## src/rtl/branch_target_predictor_pkg.sv

```systemverilog
// Shared types and constants for the branch target predictor.
// Optional feature macro: BTP_GSHARE_EN (global-history XOR on the PHT index).
package branch_target_predictor_pkg;

  localparam int BTP_DEFAULT_ENTRIES = 64;
  // Widest tag / PHT index the shared structs can carry; narrower configs zero-extend.
  localparam int BTP_MAX_TAG_BITS    = 30;
  localparam int BTP_MAX_IDX_BITS    = 16;

  typedef struct packed {
    logic                        valid;
    logic [BTP_MAX_TAG_BITS-1:0] tag;
    logic [31:0]                 target;
    logic                        is_jump;
  } btb_entry_type;

  typedef struct packed {
    logic                        valid;
    logic [31:0]                 pc;
    logic [BTP_MAX_IDX_BITS-1:0] pht_index;
    logic                        is_branch;
    logic                        is_jump;
    logic                        taken;
    logic                        correct_address;
    logic [31:0]                 target;
  } btp_update_type;

  typedef enum logic [1:0] {
    PHT_HOLD,
    PHT_INC,
    PHT_DEC,
    PHT_SET_WEAK_TAKEN
  } pht_op_e;

endpackage

```

## src/rtl/branch_target_predictor_if.sv

```systemverilog
// Fetch-side lookup and MEM-side resolution signals of the branch target predictor.
// master = pipeline side, slave = predictor side.
interface branch_target_predictor_if
  import branch_target_predictor_pkg::*;
#(
  parameter int IDX_BITS = $clog2(BTP_DEFAULT_ENTRIES)
);
  logic [31:0]         if_pc;
  logic                pred_taken;
  logic [31:0]         pred_target;
  logic [IDX_BITS-1:0] pred_pht_index;
  logic                upd_valid;
  logic [31:0]         upd_pc;
  logic [IDX_BITS-1:0] upd_pht_index;
  logic                upd_is_branch;
  logic                upd_is_jump;
  logic                upd_taken;
  logic                upd_correct_address;
  logic [31:0]         upd_target;
  logic                flush;

  modport master (
    output if_pc, upd_valid, upd_pc, upd_pht_index, upd_is_branch, upd_is_jump,
           upd_taken, upd_correct_address, upd_target, flush,
    input  pred_taken, pred_target, pred_pht_index
  );

  modport slave (
    input  if_pc, upd_valid, upd_pc, upd_pht_index, upd_is_branch, upd_is_jump,
           upd_taken, upd_correct_address, upd_target, flush,
    output pred_taken, pred_target, pred_pht_index
  );
endinterface

```

## src/rtl/branch_target_predictor_sat_counter_table.sv

```systemverilog
// Pattern history table: array of saturating counters with one combinational
// read port (MSB = predict taken) and one synchronous update port.
module branch_target_predictor_sat_counter_table
  import branch_target_predictor_pkg::*;
#(
  parameter int ENTRIES      = BTP_DEFAULT_ENTRIES,
  parameter int COUNTER_BITS = 2,
  parameter int IDX_BITS     = $clog2(ENTRIES)
) (
  input  logic                clk,
  input  logic                reset_n,
  input  logic [IDX_BITS-1:0] rd_index,
  output logic                rd_taken,
  input  logic [IDX_BITS-1:0] wr_index,
  input  pht_op_e             wr_op
);
  typedef logic [COUNTER_BITS-1:0] ctr_t;

  localparam ctr_t CTR_MAX     = '1;
  localparam ctr_t CTR_WEAK_T  = ctr_t'(1 << (COUNTER_BITS - 1));
  localparam ctr_t CTR_WEAK_NT = ctr_t'((1 << (COUNTER_BITS - 1)) - 1);

  ctr_t table_q [ENTRIES];
  ctr_t cur;
  ctr_t nxt;

  assign rd_taken = table_q[rd_index][COUNTER_BITS-1];

  // Next value of the addressed counter, saturating at both ends.
  always_comb begin
    // NOTE: default assignment first so every path drives nxt and no latch is inferred.
    cur = table_q[wr_index];
    nxt = cur;
    unique case (wr_op)
      PHT_INC:            if (cur != CTR_MAX) nxt = cur + ctr_t'(1);
      PHT_DEC:            if (cur != '0)      nxt = cur - ctr_t'(1);
      PHT_SET_WEAK_TAKEN: nxt = CTR_WEAK_T;
      default:            nxt = cur;
    endcase
  end

  // Counter storage; every entry returns to weakly-not-taken on reset.
  always_ff @(posedge clk or negedge reset_n) begin
    // NOTE: the whole array is reset because prediction depends on a defined counter value.
    if (!reset_n) begin
      for (int i = 0; i < ENTRIES; i++) table_q[i] <= CTR_WEAK_NT;
    end else if (wr_op != PHT_HOLD) begin
      table_q[wr_index] <= nxt;
    end
  end
endmodule

```

## src/rtl/branch_target_predictor.sv

```systemverilog
// Direct-mapped BTB plus PHT of saturating counters, zero-latency lookup for the
// fetch PC, trained by MEM-stage resolutions. PCs are 2-byte aligned.
// Optional: define BTP_GSHARE_EN to XOR a non-speculative global history
// register into the PHT index (BTB indexing is unaffected).
module branch_target_predictor
  import branch_target_predictor_pkg::*;
#(
  parameter int ENTRIES      = BTP_DEFAULT_ENTRIES,
  parameter int TAG_BITS     = 12,
  parameter int COUNTER_BITS = 2
) (
  input logic                      clk,
  input logic                      reset_n,
  branch_target_predictor_if.slave bus
);
  localparam int IDX_BITS = $clog2(ENTRIES);
  typedef logic [IDX_BITS-1:0] idx_t;
  typedef logic [BTP_MAX_TAG_BITS-1:0] tag_t;

  function automatic idx_t pc_index(logic [31:0] pc);
    return pc[IDX_BITS:1];
  endfunction

  function automatic tag_t pc_tag(logic [31:0] pc);
    return tag_t'(pc[IDX_BITS+TAG_BITS:IDX_BITS+1]);
  endfunction

  btb_entry_type  btb [ENTRIES];
  btp_update_type upd;

  assign upd = '{valid:           bus.upd_valid,
                 pc:              bus.upd_pc,
                 pht_index:       BTP_MAX_IDX_BITS'(bus.upd_pht_index),
                 is_branch:       bus.upd_is_branch,
                 is_jump:         bus.upd_is_jump,
                 taken:           bus.upd_taken,
                 correct_address: bus.upd_correct_address,
                 target:          bus.upd_target};

  // Lookup: reads registered state only, so a same-cycle update is not bypassed.
  idx_t          lk_idx;
  btb_entry_type lk_entry;
  logic          lk_hit;
  logic          lk_ctr_taken;

  assign lk_idx          = pc_index(bus.if_pc);
  assign lk_entry        = btb[lk_idx];
  assign lk_hit          = lk_entry.valid && (lk_entry.tag == pc_tag(bus.if_pc));
  assign bus.pred_taken  = lk_hit && (lk_entry.is_jump || lk_ctr_taken);
  assign bus.pred_target = lk_hit ? lk_entry.target : 32'h0;

  // Update side: flush suppresses the whole update.
  idx_t    u_idx;
  idx_t    u_pht_idx;
  logic    u_hit;
  logic    upd_act;
  logic    pht_en;
  logic    btb_write;
  pht_op_e pht_op;
  logic    unused_upd_bits;

  assign u_idx           = pc_index(upd.pc);
  assign u_pht_idx       = idx_t'(upd.pht_index);
  assign unused_upd_bits = ^upd.pht_index;
  assign u_hit           = btb[u_idx].valid && (btb[u_idx].tag == pc_tag(upd.pc));
  assign upd_act         = upd.valid && (upd.is_branch || upd.is_jump) && !bus.flush;
  assign pht_en          = upd_act && upd.is_branch;
  assign btb_write       = upd_act && upd.taken && (!u_hit || !upd.correct_address);

  // PHT action for this resolution; a fresh allocation restarts at weakly taken.
  always_comb begin
    pht_op = PHT_HOLD;
    if (pht_en) begin
      if (upd.taken && !u_hit) pht_op = PHT_SET_WEAK_TAKEN;
      else if (upd.taken)      pht_op = PHT_INC;
      else                     pht_op = PHT_DEC;
    end
  end

  branch_target_predictor_sat_counter_table #(
    .ENTRIES      (ENTRIES),
    .COUNTER_BITS (COUNTER_BITS),
    .IDX_BITS     (IDX_BITS)
  ) u_pht (
    .clk      (clk),
    .reset_n  (reset_n),
    .rd_index (bus.pred_pht_index),
    .rd_taken (lk_ctr_taken),
    .wr_index (u_pht_idx),
    .wr_op    (pht_op)
  );

  // BTB storage: flush drops all valid bits; a write allocates or retargets one entry.
  always_ff @(posedge clk or negedge reset_n) begin
    if (!reset_n) begin
      for (int i = 0; i < ENTRIES; i++) btb[i] <= '0;
    end else if (bus.flush) begin
      for (int i = 0; i < ENTRIES; i++) btb[i].valid <= 1'b0;
    end else if (btb_write) begin
      btb[u_idx] <= '{valid:   1'b1,
                      tag:     pc_tag(upd.pc),
                      target:  upd.target,
                      is_jump: upd.is_jump};
    end
  end

`ifdef BTP_GSHARE_EN
  idx_t ghr;

  // Global history of resolved conditional branches, newest outcome in bit 0.
  always_ff @(posedge clk or negedge reset_n) begin
    if (!reset_n)      ghr <= '0;
    else if (bus.flush) ghr <= '0;
    else if (pht_en)   ghr <= idx_t'({ghr, upd.taken});
  end

  assign bus.pred_pht_index = lk_idx ^ ghr;
`else
  assign bus.pred_pht_index = lk_idx;
`endif
endmodule
```

## src/flat_wrapper.sv

```systemverilog
// flat-port wrapper written by rule: the top's interface ports become plain ports
module branch_target_predictor_flat import branch_target_predictor_pkg::*;
#(
  parameter int ENTRIES      = BTP_DEFAULT_ENTRIES,
  parameter int TAG_BITS     = 12,
  parameter int COUNTER_BITS = 2
)
  (clk, reset_n, bus_if_pc, bus_upd_valid, bus_upd_pc, bus_upd_pht_index, bus_upd_is_branch, bus_upd_is_jump, bus_upd_taken, bus_upd_correct_address, bus_upd_target, bus_flush, bus_pred_taken, bus_pred_target, bus_pred_pht_index);
  branch_target_predictor_if bus_i ();
  input logic clk;
  input logic reset_n;
  input wire logic [$bits(bus_i.if_pc)-1:0] bus_if_pc;
  input wire logic [$bits(bus_i.upd_valid)-1:0] bus_upd_valid;
  input wire logic [$bits(bus_i.upd_pc)-1:0] bus_upd_pc;
  input wire logic [$bits(bus_i.upd_pht_index)-1:0] bus_upd_pht_index;
  input wire logic [$bits(bus_i.upd_is_branch)-1:0] bus_upd_is_branch;
  input wire logic [$bits(bus_i.upd_is_jump)-1:0] bus_upd_is_jump;
  input wire logic [$bits(bus_i.upd_taken)-1:0] bus_upd_taken;
  input wire logic [$bits(bus_i.upd_correct_address)-1:0] bus_upd_correct_address;
  input wire logic [$bits(bus_i.upd_target)-1:0] bus_upd_target;
  input wire logic [$bits(bus_i.flush)-1:0] bus_flush;
  output wire logic [$bits(bus_i.pred_taken)-1:0] bus_pred_taken;
  output wire logic [$bits(bus_i.pred_target)-1:0] bus_pred_target;
  output wire logic [$bits(bus_i.pred_pht_index)-1:0] bus_pred_pht_index;
  assign bus_i.if_pc = bus_if_pc;
  assign bus_i.upd_valid = bus_upd_valid;
  assign bus_i.upd_pc = bus_upd_pc;
  assign bus_i.upd_pht_index = bus_upd_pht_index;
  assign bus_i.upd_is_branch = bus_upd_is_branch;
  assign bus_i.upd_is_jump = bus_upd_is_jump;
  assign bus_i.upd_taken = bus_upd_taken;
  assign bus_i.upd_correct_address = bus_upd_correct_address;
  assign bus_i.upd_target = bus_upd_target;
  assign bus_i.flush = bus_flush;
  assign bus_pred_taken = bus_i.pred_taken;
  assign bus_pred_target = bus_i.pred_target;
  assign bus_pred_pht_index = bus_i.pred_pht_index;
  branch_target_predictor #(.ENTRIES(ENTRIES), .TAG_BITS(TAG_BITS), .COUNTER_BITS(COUNTER_BITS)) u_core (.clk(clk), .reset_n(reset_n), .bus(bus_i));
endmodule
```

## config.mk

```make
export PLATFORM = sky130hd
export DESIGN_NAME = branch_target_predictor_flat
export DESIGN_NICKNAME = d
export VERILOG_FILES = /design/src/rtl/branch_target_predictor_pkg.sv /design/src/rtl/branch_target_predictor_if.sv /design/src/rtl/branch_target_predictor_sat_counter_table.sv /design/src/rtl/branch_target_predictor.sv /design/src/flat_wrapper.sv
export SDC_FILE = /design/constraint.sdc
export NUM_CORES = 2
export LEC_CHECK = 0
export CORE_UTILIZATION = 37
export CTS_CLUSTER_DIAMETER = 80
export DETAILED_ROUTE_END_ITERATION = 16
export SYNTH_ARGS = -nofsm -noshare
export SYNTH_HDL_FRONTEND = slang
export SYNTH_HIERARCHICAL = 1
export SYNTH_SLANG_ARGS = --single-unit
```

## constraint.sdc

```tcl
create_clock -name clk -period 8.7 [get_ports clk]
set_input_delay 1.74 -clock clk [delete_from_list [all_inputs] [get_ports clk]]
set_output_delay 1.74 -clock clk [all_outputs]
set_load 0.02 [all_outputs]
```

==> metrics.txt <==
worst slack, placed about 290 ps; Post-synth ARST share between 90% and 100%; Clock Path Buffers 4; Congestion Overflow GR 0; initial antenna violation count 30; final instance area 167,000 µm²; Clock Tree Root clkbuf_16; min Tclk post-route between 8000 and 9000 ps; Net Sw Power 7820 µW; HP Class reg -> reg; r2r endpoint u_core/u_pht/table_q[103]; cts repair resizes 0; CTS tree done; P_leak 0.0783 µW; core area 400,000 µm²; Hold Crit Endpoint u_core/btb[479]; worst slew pin tran 1330 ps; Filler Cells Inserted roughly 35,000; Post-synth EDFFs 0; most common cell after layout, fill and taps aside dfrtp_1; # DRC 0; Slew headroom between 10% and 20%; R2R Path Start u_core/btb[3107]; power share of the clock group 45.4%; die area between 400,000 and 500,000 µm²; I/O Buffers 120; antenna viol nets, final 0; Hold Startpoint u_core/btb[479]; critical-path maximum fanout 44; GPL Wtd Cong between 0.8 and 0.9; Worst EP required just under 7000 ps; final worst slack 169 ps; Clock Latency Late Sink 970 ps; largest area contributor in the netlist dfrtp_1; setup TNS 0 ps; Final Max Tran Viols 0; Switching Fraction between 20% and 30%; die width 637 µm; worst hold path depth 1; Yosys reg bits 3,072; period utilisation layout 98.1%; Area contributors post-synth dfrtp_1, mux2_2, mux4_2, mux2_1, mux2i_1; clk sink count around 3,000; pin count of the biggest net entering global routing 202; fmax roughly 120 MHz; post-CTS setup buffer count 0; Max Cap Viol 0; Internal 24,600 µW; Cell Area, Synth 149,000 µm²; Synth cell types 78; layout cells sized above 1 49.8%; area delta synth->final 12.4%; Fin Clk Skew 59.8 ps; Primary FF master, synth dfrtp_1; Initial Util 37.3%; via density per instance about 6; Startpoint Class input pin; final setup vio count 0; Total Routing Usage GR 23.2%; vias 88,467; status finished clean; worst vdd ir 0.145 mV; vias in the first global route 94,527; Crit Path Category in -> out; Post-Synthesis Net Count 9,475; Placed Cells 14,067; Post-Syn Area per Cell 15.9 µm²; first-pass GRT wire length 692,000 µm; Pwr per Cell Area 194 nW/µm²; CTS Hold Buffers Added 0; Cell Area, Placed roughly 160,000 µm²; combinational share of power 7.8%; H-tree depth 5; DIE HEIGHT 637 µm; Reg clk slew, reported paths 50 ps; sequential-to-total area share from yosys stat between 50% and 60%; wire per inst ~32 µm; total CTS buffers between 300 and 400; crit path DAT a little under 7000 ps; area share of the largest cell type after synthesis 50.5%; NumNets Final 9,260; post-synthesis cell count 9,365; IO Pins between 100 and 150; reg2reg setup slack 3320 ps; most frequent cells in the layout dfrtp_1, mux2_2, mux4_2; Yosys warnings 6; drt first pass iters 9; DPL Wire Length 275,000 µm; endpoints failing hold 0; DRT Wirelength 474,000 µm; DR iter-0 viols 7,943; sequential power share 46.8%; critical path endpoint category primary output; r2r worst-path depth 13; Site Rows 232; non-filler cells, final 14,703; RSZ-0062 raised after global routing no
cell usage after synthesis, types with 9 or more instances:
cell and n:
a21oi_1 62, a22o_1 9, buf_1 166, o41ai_1 65
nor2b_1 54, buf_6 47, nand4_1 22, a31oi_2 60
nand2_1 38, clkbuf_1 492, buf_4 176, mux4_2 1113
nand3_4 30, a211oi_1 32, and2_1 20, dfstp_2 64
buf_2 140, o21ai_0 80, inv_1 46, mux2i_1 220
and4_1 14, nand3_1 49, and3_1 12, dfrtp_1 3008
o21ba_2 19, xnor2_1 14, o22ai_1 17, mux2_1 527
mux2_2 2371, a22oi_1 99, a31oi_1 13, nor2_1 165
layer usage:
metal	GRT usage (%)	share of wire, %	up-vias
met2	37.4	48	3109
li1	-	-	35220
met3	4.21	6.4	918
met1	31.4	42	49208
met5	0	0.018	-
met4	8.76	4.1	12
registers in the layout (all words and copies together), names as in the netlist:
register,cells
u_core/u_pht/table_q,128
u_core/btb,2944
kinds of logic (layout without fill, tap and decap cells):
| kind of cell | count (synthesis) | after routing | synth area share, % |
|---|---|---|---|
| flops | 3072 | 3072 | 51.6 |
| mux | 4231 | 4231 | 40.2 |
| compound gates | 509 | 509 | 2.66 |
| other cells | 0 | 22 | 0 |
| xor+xnor | 20 | 20 | 0.118 |
| simple gates | 463 | 463 | 1.88 |
| buf+inv | 1070 | 1121 | 3.50 |
layout make-up:
cell class / instances / area [µm²] / share of cell area [%]
diodes: 22 / 55.1 / 0.0329
clock buffers: 511 / 10300 / 6.13
clock inverters: 103 / 1160 / 0.694
inverters: 48 / 180 / 0.108
multi-input cells: 5223 / 67100 / 40.1
flip-flops and latches: 3072 / 77000 / 46.0
well taps: 5265 / 6590 / 3.93
repair buffers: 459 / 5150 / 3.08
worst max-delay path by stage:
stage | depth (start not counted) | endpoint | start
after floorplan | 14 | bus_pred_target[11] | bus_if_pc[1]
after global routing | 15 | bus_pred_target[1] | bus_if_pc[1]
after CTS | 13 | bus_pred_taken | bus_if_pc[1]
after global placement | 13 | bus_pred_taken | bus_if_pc[1]
after detailed placement | 13 | bus_pred_taken | bus_if_pc[1]
final | 17 | bus_pred_target[1] | bus_if_pc[1]
power by group through the flow:
stage	registers [µW]	logic (µW)	clock network, µW
6_report	15200	2520	14700
5_1_grt	15200	2720	15600
4_1_cts	15200	2550	15000
3_5_place_dp	15400	2540	0
3_3_place_gp	15400	2460	0
2_1_floorplan	15300	1660	0
per-stage QoR:
step / utilization, % / total power, µW / hold slack, ps
global route: 41.9 / 33500 / 489
global placement: 39.0 / 17800 / 462
CTS: 41.8 / 32700 / 482
floorplan: - / 17000 / 452
finish: 41.9 / 32400 / 479
detailed placement: 39.0 / 18000 / 469
worst max-delay path: stages:
cell and delay, ps:
buf_16 280, buf_12 400, buf_4 290, mux4_2 530, mux4_2 480, mux2i_1 150
nor2_1 60, a21oi_1 370, buf_4 210, xnor2_1 60, nor4_1 500, nand4_1 150
buf_4 340, buf_4 290, a211oi_1 470, buf_4 240, buf_12 110
(Power assumes the default switching activity.)
